File: src/rtl/mux_seq_pkg.sv
// Shared types and constants for the round-robin mux sequencer.
// Imported by the arbiter and the sequencer top level.
package mux_seq_pkg;

  localparam int NUM_CH = 4;

  typedef logic [1:0] sel_t;

  typedef enum logic {
    IDLE   = 1'b0,
    LOCKED = 1'b1
  } state_t;

endpackage

File: src/rtl/mux_rr_sequencer_rr_pick4.sv
// Combinational round-robin picker for four requesters.
// The search starts one past last_grant and wraps upward.
module rr_pick4
  import mux_seq_pkg::*;
(
  input  logic [3:0] req,
  input  sel_t       last_grant,
  output logic       found,
  output sel_t       winner
);

  sel_t idx;

  always_comb begin
    found  = 1'b0;
    winner = last_grant;
    idx    = last_grant;
    // Offset 4 wraps back to last_grant itself, so it is searched last.
    for (int i = 1; i <= 4; i++) begin
      idx = last_grant + sel_t'(i);
      if (!found && req[idx]) begin
        found  = 1'b1;
        winner = idx;
      end
    end
  end

endmodule

File: src/rtl/mux_rr_sequencer.sv
// Round-robin packet sequencer feeding the downstream 4:1 mux.
// Grants are held for a whole packet; the winning beat is registered.
module mux_rr_sequencer
  import mux_seq_pkg::*;
#(
  parameter int DATA_W = 1,
  parameter int NUM_CH = 4
) (
  input  logic                     clk,
  input  logic                     rst,
  input  logic [NUM_CH-1:0]        in_valid,
  input  logic [NUM_CH*DATA_W-1:0] in_data,
  input  logic [NUM_CH-1:0]        in_last,
  output logic [NUM_CH-1:0]        in_ready,
  output logic                     out_valid,
  output logic [DATA_W-1:0]        out_data,
  output sel_t                     out_sel,
  output logic                     out_last,
  input  logic                     out_ready,
  output logic                     locked
);

  if (NUM_CH != 4) begin : g_bad_num_ch
    $error("mux_rr_sequencer: NUM_CH must be 4 to match the 2-bit select");
  end

  state_t            state;
  state_t            state_next;
  sel_t              lock_ch;
  sel_t              lock_next;
  sel_t              last_grant;
  sel_t              pick_ch;
  logic              pick_found;
  sel_t              grant_ch;
  logic [DATA_W-1:0] grant_data;
  logic              grant_last;
  logic              load_ok;
  logic              xfer;

  assign load_ok = !out_valid || out_ready;

  rr_pick4 u_pick (
    .req        (in_valid),
    .last_grant (last_grant),
    .found      (pick_found),
    .winner     (pick_ch)
  );

  // Ready goes to at most one channel: the round-robin winner, or the locked owner.
  always_comb begin
    in_ready = '0;
    grant_ch = pick_ch;
    unique case (state)
      IDLE: begin
        if (pick_found) begin
          in_ready[pick_ch] = load_ok;
        end
      end
      LOCKED: begin
        grant_ch          = lock_ch;
        in_ready[lock_ch] = load_ok;
      end
      default: ;
    endcase
  end

  assign xfer = |(in_valid & in_ready);

  always_comb begin
    grant_data = '0;
    grant_last = 1'b0;
    for (int i = 0; i < 4; i++) begin
      if (grant_ch == sel_t'(i)) begin
        grant_data = in_data[i*DATA_W +: DATA_W];
        grant_last = in_last[i];
      end
    end
  end

  always_comb begin
    state_next = state;
    lock_next  = lock_ch;
    if (xfer) begin
      if (grant_last) begin
        state_next = IDLE;
      end else begin
        state_next = LOCKED;
        lock_next  = grant_ch;
      end
    end
  end

  // last_grant resets to 3 so channel 0 gets first priority.
  always_ff @(posedge clk or posedge rst) begin
    if (rst) begin
      state      <= IDLE;
      lock_ch    <= '0;
      last_grant <= 2'd3;
      out_valid  <= 1'b0;
      out_data   <= '0;
      out_sel    <= '0;
      out_last   <= 1'b0;
    end else begin
      state   <= state_next;
      lock_ch <= lock_next;
      if (xfer) begin
        out_valid  <= 1'b1;
        out_data   <= grant_data;
        out_sel    <= grant_ch;
        out_last   <= grant_last;
        last_grant <= grant_ch;
      end else if (out_ready) begin
        out_valid <= 1'b0;
      end
    end
  end

  assign locked = (state == LOCKED);

endmodule
File: config.mk
export PLATFORM = sky130hd
export DESIGN_NAME = mux_rr_sequencer
export DESIGN_NICKNAME = d
export VERILOG_FILES = /design/src/rtl/mux_seq_pkg.sv /design/src/rtl/mux_rr_sequencer_rr_pick4.sv /design/src/rtl/mux_rr_sequencer.sv
export SDC_FILE = /design/constraint.sdc
export NUM_CORES = 1
export LEC_CHECK = 0
export ABC_CLOCK_PERIOD_IN_PS = 3000
export BUFFER_PORTS_ARGS = -buffer_cell sky130_fd_sc_hd__buf_2
export CORE_MARGIN = 1.5
export CORE_UTILIZATION = 52
export CTS_CLUSTER_DIAMETER = 150
export DETAILED_ROUTE_END_ITERATION = 6
export PLACE_DENSITY_LB_ADDON = 0.08
export SYNTH_ARGS = -nofsm -noshare
export SYNTH_HDL_FRONTEND = slang
export SYNTH_SLANG_ARGS = --single-unit
File: constraint.sdc
create_clock -name clk -period 3 [get_ports clk]
set_clock_uncertainty 0.15 [all_clocks]
set_input_delay 0.15 -clock clk [delete_from_list [all_inputs] [get_ports clk]]
set_output_delay 0.15 -clock clk [all_outputs]
set_load 0.01 [all_outputs]
==> results.tsv <==
stage	metric	value	unit
run_status	outcome	finished, final reports clean	
critical_path	worstSetupPathType	flop to output port	
sta	worstMarginPinSlew	458.3	ps
critical_path	arrival	2150	ps
sta	rsz0062_at_grt	false	
clock_tree	cts_resized	0	
sta	fin_crit	2451	ps
final_layout	fin_cells	155	
routing	wl_per_cell	14.17	um
die	die_x	46.71	um
critical_path	critPathLaunchType	flop	
synthesis	synth_seq_cells	10	
critical_path	r2r_start	last_grant[1]	
clock_tree	cts_tree	done	
synthesis	yosysUniqueCellTypes	47	
synthesis	synth_area_per_cell	9.285	um2
flow_run	maxCapViolCount	0	
clock_tree	cts-root-buf	clkbuf_4	
final_layout	final_cell_mix	24 x buf_2, 10 x mux2i_1, 8 x nand3_1, 8 x dfrtp_1	
sta	maxSlewHeadroom	69.45	%
die	coreArea	1764	um2
power	irDropWorstVdd	622.1	uV
final_layout	antennaDiodeCount	0	
die	die_area	2182	um2
clock_tree	clock_latency	260	ps
power	leakagePower	0.5458	nW
synthesis	synth_edf_count	0	
synthesis	synth_seq_area_share	25.44	%
die	num_rows	15	
routing	drt-initial-drc-count	14	
critical_path	r2r_end	locked	
routing	vias	898	
final_layout	final_common_cell	buf_2	
routing	post_drt_via_cell_ratio	5.794	
critical_path	reg2reg_setup_slack	590	ps
critical_path	crit_path_end_kind	output port	
sta	setup_tns	0	ps
synthesis	syn-instance-count	107	
placed_design	gp_congestion	0.9267	
global_route	grt_pass1_wl	3898	um
critical_path	critPathLaunch	last_grant[1]	
sta	fmax	408.1	MHz
global_route	grt_max_degree	13	
placed_design	numPortBuffers	24	
die	initial_core_util	56.31	%
clock_tree	clk_path_buf_depth	2	
global_route	antenna_found_initial	0	
global_route	grt_overflow	0	
clock_tree	post_cts_buffers	0	
routing	postRouteAntennaNets	0	
critical_path	required	2700	ps
clock_tree	clock_sinks	10	
die	fp.dieH	46.71	um
critical_path	crit_path_cell_trace	mux2i_1 > o21ai_2 > nor2_2 > nor2_1 > or2_2 > buf_2	
power	power_density	1121	nW/um2
final_layout	drive_gt1_share	39.23	%
synthesis	synth.net_count	122	
final_layout	area_growth_syn_to_layout	14.48	%
clock_tree	cts_buffers	3	
synthesis	synth_ff_type	dfrtp_1	
critical_path	endpoint	in_ready[3]	
final_layout	nets	146	
routing	first_pass_iters	4	
synthesis	synthArstFlopShare	100.0	%
clock_tree	htree_num_levels	1	
power	power.total	1.274	mW
placed_design	dp.cells	150	
routing	totalWireLength	2196	um
sta	hold_violations	0	
sta	hold_slack	137.5	ps
critical_path	critPathSlowestCell	dfstp_2	
placed_design	dp_hpwl	1773	um
hold_path	min_path_type	input port to flop	
clock_tree	hold_buffers	1	
critical_path	path_max_fanout	12	
critical_path	critPathMaxStageDelay	680	ps
final_layout	finalCoreUtilization	64.47	%
routing	drc	0	
global_route	grt_use_total	25.34	%
sta	setup_viol	0	
die	ios	25	
global_route	grt_pass1_vias	865	
critical_path	r2r_cells	5	
synthesis	syn-cell-area	993.5	um2
clock_tree	path_clk_slew	60	ps
sta	slew_viol_final	0	
synthesis	yosysWarnings	0	
sta	fin_crit_sh	81.68	%
metrics by stage:
| step | cell area [um2] | setup slack (ps) |
|---|---|---|
| 2_1_floorplan | 993.5 | 854.2 |
| 3_3_place_gp | 1091 | 664.8 |
| 3_5_place_dp | 1091 | 628.4 |
| 4_1_cts | 1137 | 541.4 |
| 5_1_grt | 1137 | 426.6 |
| 6_report | 1137 | 549.5 |
registers in the layout, summed over array words and instances (netlist names):
signal      count
out_data        1
locked          1
last_grant      2
out_last        1
lock_ch         2
out_valid       1
out_sel         2
cell usage after synthesis, types with 3 or more instances:
library cell / instances / area (um2)
nand2b_1: 3 / 18.77
mux2i_1: 10 / 100.1
o211ai_1: 3 / 22.52
nor3_1: 3 / 15.01
dfrtp_1: 8 / 200.2
nand2_1: 7 / 26.28
buf_6: 3 / 33.78
a21oi_1: 3 / 15.01
inv_1: 6 / 22.52
nand3_1: 8 / 40.04
nor2_1: 7 / 26.28
worst max-delay path: cells and delay by family, from the launching register on:
| family | cells | cell delay [ps] |
|---|---|---|
| mux | 1 | 250 |
| buf+inv | 1 | 140 |
| simple gates | 3 | 690 |
| flops | 1 | 680 |
| compound gates | 1 | 130 |
area by class of cell:
cell class | count | area [um2]
clock buffer | 4 | 36.28
fill | 163 | 626.9
inverter | 6 | 22.52
multi-input combinational | 85 | 664.4
sequential | 10 | 252.7
tap | 25 | 31.28
timing repair buffer | 25 | 130.1
power by group:
| group | leakage, nW | internal (mW) | switching [mW] |
|---|---|---|---|
| registers | 0.112 | 0.218 | 0.108 |
| clock network | 0.0210 | 0.0735 | 0.0429 |
| logic | 0.413 | 0.392 | 0.440 |
| total | 0.546 | 0.684 | 0.591 |
metal layers:
metal,share of wire (%),vias to the layer above,global-route usage (%)
li1,-,442,-
met1,48,438,36.89
met2,49,16,38.89
met3,2.0,2,2.353
met4,0.91,0,10.00
met5,0,-,0
cell families (layout without fill, tap and decap cells):
kind of cell    after synthesis  count (layout)  share of synthesized area, %
simple gates                 42              42                         26.83
compound gates               30              30                         25.82
mux                          13              13                         14.23
buf+inv                      12              35                         7.681
flops                        10              10                         25.44
worst min path at each step:
stage | depth (start not counted) | slack (ps) | start | to
2_1_floorplan | 1 | -160 | rst | lock_ch[0]
3_3_place_gp | 2 | -20 | rst | out_sel[1]
3_5_place_dp | 2 | -10 | rst | out_sel[1]
4_1_cts | 3 | 120 | out_ready | out_valid
5_1_grt | 4 | 150 | in_last[3] | lock_ch[0]
6_report | 4 | 140 | in_last[3] | lock_ch[0]
No activity file was read; power rests on OpenSTA's default activity.
